File: config.mk
export PLATFORM = sky130hd
export DESIGN_NAME = prm_xyz_sweep
export DESIGN_NICKNAME = d
export VERILOG_FILES = /design/src/rtl/prm_pkg.sv /design/src/rtl/prm_sync_fifo.sv /design/src/rtl/prm_xyz_sweep.sv
export SDC_FILE = /design/constraint.sdc
export NUM_CORES = 1
export LEC_CHECK = 0
export CAP_MARGIN = 20
export CORE_ASPECT_RATIO = 0.8
export CORE_MARGIN = 5
export CORE_UTILIZATION = 45
export CTS_CLUSTER_DIAMETER = 50
export CTS_CLUSTER_SIZE = 25
export DETAILED_ROUTE_END_ITERATION = 7
export MAX_ROUTING_LAYER = met4
export PLACE_DENSITY = 0.69
export REMOVE_ABC_BUFFERS = 1
export SLEW_MARGIN = 20
export SYNTH_ARGS = -nofsm -noshare
export SYNTH_HDL_FRONTEND = slang
export SYNTH_HIERARCHICAL = 1
export SYNTH_SLANG_ARGS = --single-unit
File: constraint.sdc
create_clock -name CLK -period 6.1 [get_ports CLK]
set_clock_uncertainty 0.15 [all_clocks]
set_input_delay 1.22 -clock CLK [delete_from_list [all_inputs] [get_ports CLK]]
set_output_delay 1.22 -clock CLK [all_outputs]
set_load 0.01 [all_outputs]
File: src/rtl/prm_pkg.sv
// Shared types and default coordinate widths for the primitive-check sweep path.
package prm_pkg;

    localparam int XW_DEF = 4;
    localparam int YW_DEF = 5;
    localparam int ZW_DEF = 5;

    typedef enum logic [1:0] {
        IDLE,
        ISSUE,
        DRAIN,
        DONE
    } sweep_state_t;

    typedef struct packed {
        logic [XW_DEF-1:0] x;
        logic [YW_DEF-1:0] y;
        logic [ZW_DEF-1:0] z;
    } prm_xyz_t;

endpackage

File: src/rtl/prm_sync_fifo.sv
// Small synchronous FIFO with register-file storage; the head entry is always
// presented on o_rd_data and o_count feeds the issuer's credit check.
module prm_sync_fifo #(
    parameter int DEPTH = 4,
    parameter int W     = 46
) (
    input  logic                    CLK,
    input  logic                    RST,
    input  logic                    i_wr_en,
    input  logic [W-1:0]            i_wr_data,
    input  logic                    i_rd_en,
    output logic                    o_valid,
    output logic [W-1:0]            o_rd_data,
    output logic [$clog2(DEPTH):0]  o_count
);
    localparam int AW = $clog2(DEPTH);
    localparam logic [AW-1:0] PTR_ONE = {{(AW-1){1'b0}}, 1'b1};
    localparam logic [AW:0]   CNT_ONE = {{AW{1'b0}}, 1'b1};

    logic [W-1:0]     r_mem [DEPTH];
    logic [AW-1:0]    r_wr_ptr;
    logic [AW-1:0]    r_rd_ptr;
    logic [AW:0]      r_count;
    logic [DEPTH-1:0] w_we;
    logic             w_pop;

    for (genvar gi = 0; gi < DEPTH; gi++) begin : g_we
        assign w_we[gi] = i_wr_en && (r_wr_ptr == AW'(gi));
    end

    assign w_pop = i_rd_en && (r_count != '0);

    always_ff @(posedge CLK or posedge RST) begin
        if (RST) begin
            r_mem    <= '{default: '0};
            r_wr_ptr <= '0;
            r_rd_ptr <= '0;
            r_count  <= '0;
        end else begin
            for (int i = 0; i < DEPTH; i++) begin
                if (w_we[i]) begin
                    r_mem[i] <= i_wr_data;
                end
            end
            if (i_wr_en) begin
                r_wr_ptr <= r_wr_ptr + PTR_ONE;
            end
            if (w_pop) begin
                r_rd_ptr <= r_rd_ptr + PTR_ONE;
            end
            // A write and a pop in the same cycle leave occupancy unchanged.
            case ({i_wr_en, w_pop})
                2'b10:   r_count <= r_count + CNT_ONE;
                2'b01:   r_count <= r_count - CNT_ONE;
                default: r_count <= r_count;
            endcase
        end
    end

    assign o_valid   = (r_count != '0);
    assign o_rd_data = r_mem[r_rd_ptr];
    assign o_count   = r_count;

endmodule

File: src/rtl/prm_xyz_sweep.sv
// Sweep sequencer: walks every {x,y,z} coordinate into the checker, captures each
// result LAT cycles after issue and streams {xyz,result} records through a FIFO.
module prm_xyz_sweep
    import prm_pkg::*;
#(
    parameter int XW    = XW_DEF,
    parameter int YW    = YW_DEF,
    parameter int ZW    = ZW_DEF,
    parameter int LAT   = 2,
    parameter int DEPTH = 4
) (
    input  logic                CLK,
    input  logic                RST,
    input  logic                start,
    input  logic [2:0]          sel1_cfg,
    input  logic [7:0]          sel2_cfg,
    output logic                busy,
    output logic                done,
    output logic [2:0]          chk_sel1,
    output logic [7:0]          chk_sel2,
    output logic [XW+YW+ZW-1:0] chk_xyz,
    input  logic [31:0]         chk_result,
    output logic                out_valid,
    input  logic                out_ready,
    output logic [XW+YW+ZW-1:0] out_xyz,
    output logic [31:0]         out_result
);
    localparam int N  = XW + YW + ZW;
    localparam int AW = $clog2(DEPTH);
    localparam logic [N-1:0] XYZ_LAST = '1;
    localparam logic [N-1:0] XYZ_ONE  = {{(N-1){1'b0}}, 1'b1};

    sweep_state_t   r_state;
    sweep_state_t   w_state_next;
    logic [2:0]     r_sel1;
    logic [7:0]     r_sel2;
    logic [N-1:0]   r_xyz;
    logic [LAT-1:0] r_tag_vld;
    logic [N-1:0]   r_tag_xyz [LAT];
    logic [LAT-1:0] w_vld_next;
    logic [N-1:0]   w_xyz_next [LAT];
    logic [15:0]    w_inflight;
    logic [AW:0]    w_fifo_count;
    logic           w_credit_ok;
    logic           w_accept;
    logic           w_issue;
    logic           w_capture;
    logic [N+31:0]  w_head;

    // Tag pipeline: a valid tag marks a cycle whose coordinate must be captured
    // when it reaches the tail; bubbles shift through on stalled cycles.
    assign w_vld_next[0] = w_issue;
    assign w_xyz_next[0] = r_xyz;
    for (genvar gi = 1; gi < LAT; gi++) begin : g_shift
        assign w_vld_next[gi] = r_tag_vld[gi-1];
        assign w_xyz_next[gi] = r_tag_xyz[gi-1];
    end

    always_comb begin
        w_inflight = '0;
        for (int i = 0; i < LAT; i++) begin
            w_inflight = w_inflight + {15'd0, r_tag_vld[i]};
        end
    end

    // Credits cover tags in flight plus FIFO residents, so a capture never sees a full FIFO.
    assign w_credit_ok = (w_inflight + 16'(w_fifo_count)) < 16'(DEPTH);
    assign w_capture   = r_tag_vld[LAT-1];

    always_comb begin
        w_state_next = r_state;
        w_accept     = 1'b0;
        w_issue      = 1'b0;
        case (r_state)
            IDLE: begin
                if (start) begin
                    w_accept     = 1'b1;
                    w_state_next = ISSUE;
                end
            end
            ISSUE: begin
                if (w_credit_ok) begin
                    w_issue = 1'b1;
                    if (r_xyz == XYZ_LAST) begin
                        w_state_next = DRAIN;
                    end
                end
            end
            DRAIN: begin
                if ((r_tag_vld == '0) && (w_fifo_count == '0)) begin
                    w_state_next = DONE;
                end
            end
            DONE:    w_state_next = IDLE;
            default: w_state_next = IDLE;
        endcase
    end

    always_ff @(posedge CLK or posedge RST) begin
        if (RST) begin
            r_state   <= IDLE;
            r_sel1    <= '0;
            r_sel2    <= '0;
            r_xyz     <= '0;
            r_tag_vld <= '0;
            r_tag_xyz <= '{default: '0};
        end else begin
            r_state   <= w_state_next;
            r_tag_vld <= w_vld_next;
            r_tag_xyz <= w_xyz_next;
            if (w_accept) begin
                r_sel1 <= sel1_cfg;
                r_sel2 <= sel2_cfg;
                r_xyz  <= '0;
            end else if (w_issue && (r_xyz != XYZ_LAST)) begin
                r_xyz <= r_xyz + XYZ_ONE;
            end
        end
    end

    prm_sync_fifo #(
        .DEPTH (DEPTH),
        .W     (N + 32)
    ) u_fifo (
        .CLK       (CLK),
        .RST       (RST),
        .i_wr_en   (w_capture),
        .i_wr_data ({r_tag_xyz[LAT-1], chk_result}),
        .i_rd_en   (out_ready),
        .o_valid   (out_valid),
        .o_rd_data (w_head),
        .o_count   (w_fifo_count)
    );

    assign {out_xyz, out_result} = w_head;
    assign busy     = (r_state != IDLE);
    assign done     = (r_state == DONE);
    assign chk_sel1 = r_sel1;
    assign chk_sel2 = r_sel2;
    assign chk_xyz  = r_xyz;

endmodule

==> results by group <==
Critical path
  – CP Capture Type: primary output
  – Critical path cell sequence: mux4_2 > clkdlybuf4s50_1
  – Element type at the critical path start: register
  – Worst Path Arrival: 2.78 ns
  – CP Data Required Time: 4.73 ns
  – Reg2Reg Depth: 5
  – Crit path max-delay family: flip-flops
  – Crit. path cell count: 2
  – Critical path peak fanout: 48
  – Worst path slowest cell: dfrtp_4
  – Buffers plus inverters on the worst setup path: 1
  – Setup CP Type: reg -> out
  – Worst path max stage delay: 1.08 ns

Global route
  – GR Overflow Total: 0
  – First-pass GRT wire length: 35600 um
  – Vias in the first global route: 6690
  – Initial antenna violation count: 0
  – Largest net degree at the start of global routing: 157
  – Gr usage total: 16.7%

Yosys
  – Synthesized instance count: 630
  – Synthesis-stage register bit count: 248
  – Post-synth top flop: dfrtp_1
  – Post-synth EDFFs: 0
  – Distinct cells, synth: 36
  – Seq/Total Area, Yosys: 58.9%
  – Synthesized cell area: 10500 um^2
  – Synth async-reset ratio: 100%
  – Syn Area/Cell: 16.7 um^2
  – Synth Warn #: 6

Clocking
  – CTS tree: yes
  – Clk sinks: 248
  – CTS Buf Count: 24
  – Post_cts resized: 0
  – Postcts setup bufs: 0
  – CTS Hold Bufs: 0
  – Max Buffers Root-to-Sink: 3
  – CTS clk-pin slew, worst paths: 0.07 ns
  – Root Buffer: clkbuf_16
  – H-tree levels: 1
  – Later-pin clock latency in the skew report: 0.51 ns

STA
  – Slew headroom: 34.1%
  – FMAX: 241 MHz
  – Unrepaired setup endpoints after global routing: false
  – Final number of hold-violating endpoints: 0
  – Fin. max-slew vios: 0
  – Final Cycle Share: 68.1%
  – Setup violators final: 0
  – Worst setup margin: 1.95 ns
  – Setup TNS: 0 ns
  – Min Hold Slack: 0.199 ns
  – Crit path time final: 4.15 ns
  – Slew @ Worst Pin: 0.989 ns

Final layout
  – Nets: 813
  – N_diodes: 0
  – Most common cell after layout, fill and taps aside: dfrtp_1
  – Final instance area: 12800 um^2
  – Most frequent cells in the layout: 246 x dfrtp_1, 195 x mux2_2, 120 x clkdlybuf4s50_1, 46 x mux4_2, 25 x clkbuf_16
  – Share of layout cells above drive strength 1: 40.5%
  – Area delta synth->final: 21.4%
  – Fin util: 55.1%
  – Filler cells: 1868
  – Non-filler cells, final: 1083

Die
  – Die area: 26600 um^2
  – Die Span Y: 147 um
  – # rows: 50
  – Die width: 181 um
  – Starting density of the core: 45.4%
  – Ports: 121
  – Core Region: 23200 um^2

Pwr
  – Worst VDD drop: 247 uV
  – Cell Pwr Density: 548 nW/um^2
  – Total power: 7.01 mW
  – Leakage: 5.56 nW

Drt
  – Iteration-0 DRC Markers: 239
  – Via density per instance: 5.31
  – Final ANT Viol Nets: 0
  – Remaining DRCs: 0
  – Avg WL per Cell: 19.4 um
  – DRT Pass-1 Iters: 4
  – Via Count: 5746
  – Final wirelength: 21000 um

Worst hold path
  – Hold Crit Depth: 0
  – Worst Hold Class: reg -> reg

Placement
  – Dpl cell area: 11900 um^2
  – Placed cells: 1039
  – Pre-CTS setup slack: 2.41 ns
  – Placer Congestion: 0.855
  – DP Wirelength: 13400 um
  – IO Port Bufs: 120

Outcome
  – Run status: finished, final reports clean

Flow run
  – Max-Cap Viols: 0
cell usage after synthesis, types with 4 or more instances:
library cell  number  area (um^2)
dfrtp_1          248         6210
mux2_2           195         2200
mux4_2            46         1040
buf_6             19          214
nor2_1            17         63.8
xor2_1            16          140
ha_1              12          150
inv_1             12         45.0
nand3_1            8         40.0
buf_2              6         30.0
nand2_1            6         22.5
nand4_1            6         37.5
nand2_2            4         25.0
power breakdown:
| part | leakage (nW) | switching, mW | internal (mW) | total, mW |
|---|---|---|---|---|
| clock network | 0.419 | 0.715 | 0.854 | 1.57 |
| logic | 2.06 | 0.888 | 1.68 | 2.57 |
| registers | 3.08 | 0.531 | 2.35 | 2.88 |
| total | 5.56 | 2.13 | 4.88 | 7.01 |
final cells by class:
class | count | area [um^2] | area share [%]
Inverter | 12 | 57.6 | 0.450
Timing Repair Buffer | 127 | 1250 | 9.80
Sequential cell | 248 | 6210 | 48.5
Clock inverter | 18 | 229 | 1.79
Clock buffer | 26 | 639 | 5.00
Tap cell | 312 | 390 | 3.05
Multi-Input combinational cell | 340 | 4020 | 31.4
routing by layer:
layer	vias up	track usage (%)	wire length [um]
met5	-	-	0
met4	0	1.88	176
met3	24	3.22	1010
met2	143	27.3	10200
met1	3021	22.7	9600
li1	2558	-	-
state kept, by name (all words and copies together) (netlist names):
signal and flops:
chk_sel1 3, r_state 2, u_fifo/r_rd_ptr 2, r_tag_vld 2
u_fifo/r_mem 184, r_tag_xyz 28, chk_sel2 8, u_fifo/r_wr_ptr 2
u_fifo/o_count 3, chk_xyz 14
logic make-up after synthesis:
group	share of synthesized area (%)
simple gates	2.86
xor+xnor	1.58
mux	31.1
compound gates	0.973
buf+inv	3.03
flops	58.9
fa+ha+maj	1.61
worst paths after layout:
path | startpoint | slack [ns] | end
setup / recovery | u_fifo/r_rd_ptr[0] | 1.95 | out_xyz[3]
hold / removal | r_tag_xyz[15] | 0.20 | r_tag_xyz[1]
setup reg to reg | u_fifo/r_wr_ptr[0] | 3.67 | u_fifo/r_mem[139]
hold reg to reg | r_tag_xyz[15] | 0.20 | r_tag_xyz[1]
max in group asynchronous | RST | 3.64 | u_fifo/r_mem[168]
min in group asynchronous | RST | 1.04 | u_fifo/r_mem[90]
(Power assumes the default switching activity.)
